File: config.mk
export PLATFORM = sky130hd
export DESIGN_NAME = ram64_stream_port
export DESIGN_NICKNAME = d
export VERILOG_FILES = /design/src/rtl/ram64_stream_port.sv
export SDC_FILE = /design/constraint.sdc
export NUM_CORES = 1
export LEC_CHECK = 0
export CAP_MARGIN = 5
export CORE_MARGIN = 3
export CORE_UTILIZATION = 44
export CTS_BUF_LIST = sky130_fd_sc_hd__clkbuf_4 sky130_fd_sc_hd__clkbuf_8
export CTS_CLUSTER_DIAMETER = 100
export CTS_CLUSTER_SIZE = 40
export DETAILED_ROUTE_END_ITERATION = 10
export GPL_ROUTABILITY_DRIVEN = 0
export PLACE_DENSITY_LB_ADDON = 0.2
export SLEW_MARGIN = 0
export SYNTH_ARGS = -nofsm -noshare
export SYNTH_HDL_FRONTEND = slang
export SYNTH_SLANG_ARGS = --single-unit
File: constraint.sdc
create_clock -name clk -period 2.9 [get_ports clk]
set_input_delay 0.58 -clock clk [delete_from_list [all_inputs] [get_ports clk]]
set_output_delay 0.58 -clock clk [all_outputs]
set_load 0.005 [all_outputs]
File: src/rtl/ram64_stream_port.sv
// ram64_stream_port: valid/ready burst sequencer that owns the RAM64 in/address/load inputs.
// Write bursts store one streamed word per handshake; read bursts fetch then hold each word.
module ram64_stream_port (
    input  logic        clk,
    input  logic        reset,
    input  logic        start,
    input  logic        mode,
    input  logic [5:0]  base,
    input  logic [6:0]  count,
    input  logic [15:0] s_data,
    input  logic        s_valid,
    output logic        s_ready,
    output logic [15:0] m_data,
    output logic        m_valid,
    input  logic        m_ready,
    output logic        busy,
    output logic        done,
    output logic [15:0] ram_in,
    output logic [5:0]  ram_address,
    output logic        ram_load,
    input  logic [15:0] ram_out
);
    localparam logic [2:0] IDLE  = 3'd0;
    localparam logic [2:0] WRITE = 3'd1;
    localparam logic [2:0] FETCH = 3'd2;
    localparam logic [2:0] HOLD  = 3'd3;
    localparam logic [2:0] DONE  = 3'd4;

    logic [2:0] state;
    logic [5:0] addr;
    logic [6:0] remaining;
    logic [6:0] clamped;

    always_comb begin
        clamped     = count > 7'd64 ? 7'd64 : count;
        s_ready     = state == WRITE;
        ram_load    = s_ready & s_valid;
        busy        = state == WRITE || state == FETCH || state == HOLD;
        done        = state == DONE;
        ram_in      = s_data;
        ram_address = addr;
    end

    always_ff @(posedge clk or posedge reset) begin
        if (reset) begin
            state     <= IDLE;
            addr      <= 6'd0;
            remaining <= 7'd0;
            m_data    <= 16'd0;
            m_valid   <= 1'b0;
        end else begin
            case (state)
                IDLE: if (start) begin
                    addr      <= base;
                    remaining <= clamped;
                    state     <= clamped == 7'd0 ? DONE : mode ? FETCH : WRITE;
                end
                WRITE: if (s_valid) begin
                    addr      <= addr + 6'd1;
                    remaining <= remaining - 7'd1;
                    if (remaining == 7'd1) state <= DONE;
                end
                FETCH: begin
                    m_data  <= ram_out;
                    m_valid <= 1'b1;
                    state   <= HOLD;
                end
                HOLD: if (m_ready) begin
                    m_valid   <= 1'b0;
                    addr      <= addr + 6'd1;
                    remaining <= remaining - 7'd1;
                    state     <= remaining == 7'd1 ? DONE : FETCH;
                end
                default: state <= IDLE;
            endcase
        end
    end
endmodule

# After elaboration in Yosys (flattened, before gate mapping)
# Index checks and enable logic that the tools add are counted.
[classes]
muxes = 19
order_cmp = 1
n_reduce_logical = 9
addsub = 2
n_bitwise = 1
n_eq_ne = 9
[op_table]
columns = ["operator", "count"]
rows = [
  ["$mux W7", 4],
  ["$pmux W7 S3", 1],
  ["$mux W3", 6],
  ["$mux W6", 3],
  ["$pmux W6 S3", 1],
  ["$pmux W3 S4", 1],
  ["$reduce_and A4 Y1", 2],
  ["$eq A7 B1 Y1 const B", 1],
  ["$gt A7 B7 Y1 const B", 1],
  ["$logic_not A7 Y1", 1],
  ["$sub A7 B1 Y7 const B", 1],
  ["$add A6 B1 Y6 const B", 1],
  ["$eq A3 B2 Y1 const B", 2],
  ["$ne A2 B2 Y1 const B", 3],
  ["$eq A3 B1 Y1 const B", 1],
  ["$eq A3 B3 Y1 const B", 1],
  ["$logic_not A3 Y1", 1],
  ["$reduce_bool A3 Y1", 1],
  ["$logic_or A1 B1 Y1", 2],
  ["$mux W2", 1],
  ["$ne A2 B1 Y1 const B", 1],
  ["$pmux W1 S2", 1],
  ["$reduce_and A2 Y1", 1],
  ["$reduce_bool A2 Y1", 1],
  ["2 further kinds", 2],
]
[word_totals]
elab_cells = 46
in_bits = 51
reg_bits = 33

# Depth between registers and ports, before layout
[logic_depth]
ltp_word = 6
depth_mapped = 7
mapped_depth_nobuf = 5

# Worst setup path before layout
# No wires, ideal clock.
[synth_timing]
path_type = "flip-flop to output port"
startpoint = "register state[2]"
endpoint = "output port ram_load"
required_time_ns = 2.320
arrival_ns = 1.175
path_slack_ns = 1.145
path_stages_with_launch = 6
cell_sequence = "dfrtp_1 > buf_2 > nor2b_1 > clkbuf_1 > buf_2 > and3_1"
[synth_between]
elab_chain_cells = 2
[synth_lines]
columns = ["element", "line_no", "source"]
rows = [
  ["start, declared", "29", "logic [2:0] state;"],
  ["start signal, assigned", "56", "state <= clamped == 7'd0 ? DONE : mode ? FETCH : WRITE;"],
  ["start signal, assigned", "72", "state <= remaining == 7'd1 ? DONE : FETCH;"],
  ["$eq A3 B1 Y1", "36", "s_ready = state == WRITE;"],
  ["$and A1 B1 Y1", "37", "ram_load = s_ready & s_valid;"],
  ["end, declared", "20", "output logic ram_load,"],
]
# No other way between the ends.

# Worst setup path in the final report
[layout_timing]
startpoint = "register state[0]"
endpoint = "output port ram_load"
# Same word-level chain as after synthesis.

==> results.py <==
metrics = {
    "run_status": {
        "outcome": "finished, final reports clean",
    },
    "worst_setup_path": {
        "crit_family": "flip-flops",
        "cp_data_required_time_ns": 2.32,
        "cp_cell_sequence": "nor2b_1 -> and3_1 -> clkdlybuf4s50_1",
        "critPathMaxStageDelay_ns": 0.65,
        "crit_slowest_cell": "dfrtp_1",
        "crit_arrival_ns": 1.82,
        "end_kind": "output port",
        "cp_max_fo": 13,
        "cp_num_buf_inv": 1,
        "critical_path.startpoint": "state[0]",
        "r2r_start": "state[0]",
        "critPathLaunchType": "flop",
        "crit_type": "flop to output port",
    },
    "power_and_ir_drop": {
        "irDropWorstVdd_v": 0.000538,
        "finalPower_w": 0.00280,
        "power.density_nw_per_um2": 1120,
        "leakagePower_nw": 1.04,
    },
    "global_route": {
        "track_usage": 0.178,
        "gr-usage-met3": 0.0597,
        "grt_pass1_vias": 1587,
        "grtUsageMet2": 0.306,
        "grt_max_degree": 25,
        "antenna_found_initial": 0,
        "gr-total-overflow": 0,
        "top_usage_layer": "met2",
        "met1_usage": 0.205,
        "grt_pass1_wl_microns": 7220,
    },
    "logic_synthesis": {
        "synth_compound_area_frac": 0.176,
        "synth_flop_cell": "dfrtp_1",
        "avgSynthCellArea_sq_um": 10.3,
        "synth_nets": 235,
        "syn_inst": 181,
        "synth_edf_count": 0,
        "async_reset_ff_frac": 1.00,
        "yosysTopAreaCell": "dfrtp_1",
        "muxShareOfSynthArea": 0.110,
        "synth_area_leaders": "dfrtp_1 (44%), mux2_2 (9.7%), buf_4 (6.9%)",
        "synth-xor-area-share": 0,
        "ys_types": 45,
        "synth_top_family_by_area": "compound AO/OA/AOI/OAI gates",
        "netlist_area_sq_um": 1860,
        "ys_seq_area_frac": 0.443,
        "yosys.area_share.adder": 0.0201,
        "yosysWarnings": 0,
        "synthSimpleGateAreaFrac": 0.141,
        "synth.ff_latch_count": 33,
        "synth_top_area_frac": 0.443,
    },
    "run": {
        "maxCapViolations": 0,
    },
    "clocking": {
        "cts_tree": "yes",
        "cts_resized": 0,
        "clockRootBuffer": "clkbuf_8",
        "numClockSinks": 33,
        "htree_levels": 2,
        "holdBufCountCts": 0,
        "post_cts_buffers": 0,
        "cts_buffers": 5,
        "cts_buffer_depth": 2,
        "clk_latency_ns": 0.27,
        "clk_transition_reported_paths_ns": 0.07,
    },
    "floorplanning": {
        "core_sq_um": 4030,
        "ios": 94,
        "die_h_microns": 71.1,
        "die_x_microns": 71.1,
        "num_rows": 23,
        "initial_core_util": 0.462,
        "dieArea_sq_um": 5050,
    },
    "detailed_routing": {
        "ant_nets": 0,
        "routed_wl_microns": 4170,
        "dr.pass1.iters": 4,
        "wl_per_cell_microns": 15.0,
        "drc": 0,
        "drt_iter0_markers": 75,
        "avgViaCountPerCell": 5.48,
        "num_vias": 1523,
    },
    "final_layout": {
        "fin_nets": 281,
        "seq_area_sq_um": 826,
        "drive_gt1_frac": 0.149,
        "area_growth_pct": 34.7,
        "multi_input_area_sq_um": 833,
        "antenna_cells": 0,
        "nFillCells": 335,
    },
    "timing": {
        "period_minus_slack_ns": 2.40,
        "hold_viol": 0,
        "max_slew.worst_pin.slew_ns": 0.637,
        "maxSlewHeadroom": 0.575,
        "timing.fmax_ghz": 0.417,
        "fin_ws_ns": 0.505,
        "setup_viol": 0,
        "grt_setup_unrepaired": "no",
        "slew_violations": 0,
        "skew_ns": 0.00335,
        "post-route-period-util": 0.826,
        "tns_ns": 0,
    },
    "place": {
        "port_buffers": 61,
        "dpl_worst_slack_ns": 0.533,
        "place_hpwl_microns": 3260,
    },
    "worst_hold_path": {
        "worstHoldStart": "m_valid",
        "min_path_type": "flop to flop",
    },
}
[flip-flops by register name, indices dropped and copies added, names as in the netlist]
name	flops
ram_address	6
state	3
remaining	7
m_data	16
m_valid	1
[final timing paths]
| kind | endpoint | slack, ns | cells after the start |
|---|---|---|---|
| worst max-delay path | ram_load | 0.50 | 3 |
| worst min-delay path | m_valid | 0.48 | 1 |
| worst max register to register | ram_address[0] | 0.83 | 4 |
| worst min register to register | m_valid | 0.48 | 1 |
| max in group asynchronous | ram_address[2] | 1.60 | 3 |
| min in group asynchronous | m_data[6] | 0.64 | 2 |
[kinds of logic (layout without fill, tap and decap cells)]
family / Yosys count / in the layout
AO/OA/AOI/OAI: 46 / 46
adder cells (fa/ha/maj): 3 / 3
buffers and inverters: 33 / 80
flip-flops: 33 / 33
AND/OR/NAND/NOR: 48 / 48
multiplexers: 18 / 18
[area by class of cell]
| cell class | count | area share |
|---|---|---|
| clock buffer | 7 | 0.0359 |
| tap | 50 | 0.0249 |
| multi-input combinational | 115 | 0.332 |
| sequential | 33 | 0.329 |
| inverter | 7 | 0.0105 |
| timing repair buffer | 65 | 0.255 |
| clock inverter | 1 | 0.0120 |
[cell usage after synthesis, types with 4 or more instances]
cell type and n:
dfrtp_1 33, nor2_1 19, buf_4 17, mux2_2 16
a21oi_1 9, o21ai_0 9, nand2_1 8, buf_2 7
inv_1 7, o22a_1 5, a31oi_1 4
[metrics by stage]
stage,hold slack [ns],cells,area [sq um],util
2_1_floorplan,0.471,181,1860,-
3_3_place_gp,0.466,270,2390,0.593
3_5_place_dp,0.466,270,2390,0.593
4_1_cts,0.482,278,2510,0.623
5_1_grt,0.497,278,2510,0.623
6_report,0.477,278,2510,0.623
[layout by cell type, fill, tap and decap left out, types with 5 or more instances in the layout]
cell type        instances
mux2_2                  16
clkdlybuf4s50_1         61
nand2_1                  8
dfrtp_1                 33
o21ai_0                  9
o22a_1                   5
clkbuf_8                 6
inv_1                    7
a21oi_1                  9
nor2_1                  19
[metal layers]
layer	vias to the layer above	wire length (microns)
li1	724	-
met1	734	1620
met2	55	2210
met3	10	280
met4	0	65
met5	-	0
[where the power goes]
group	internal [W]	leakage [nW]	total, W	switching, W
Sequential	0.000695	0.395	0.000896	0.000201
Clock	0.000289	0.0619	0.000445	0.000156
Combinational	0.000836	0.584	0.00146	0.000624
Note: power is estimated with default switching activity, not from simulation.
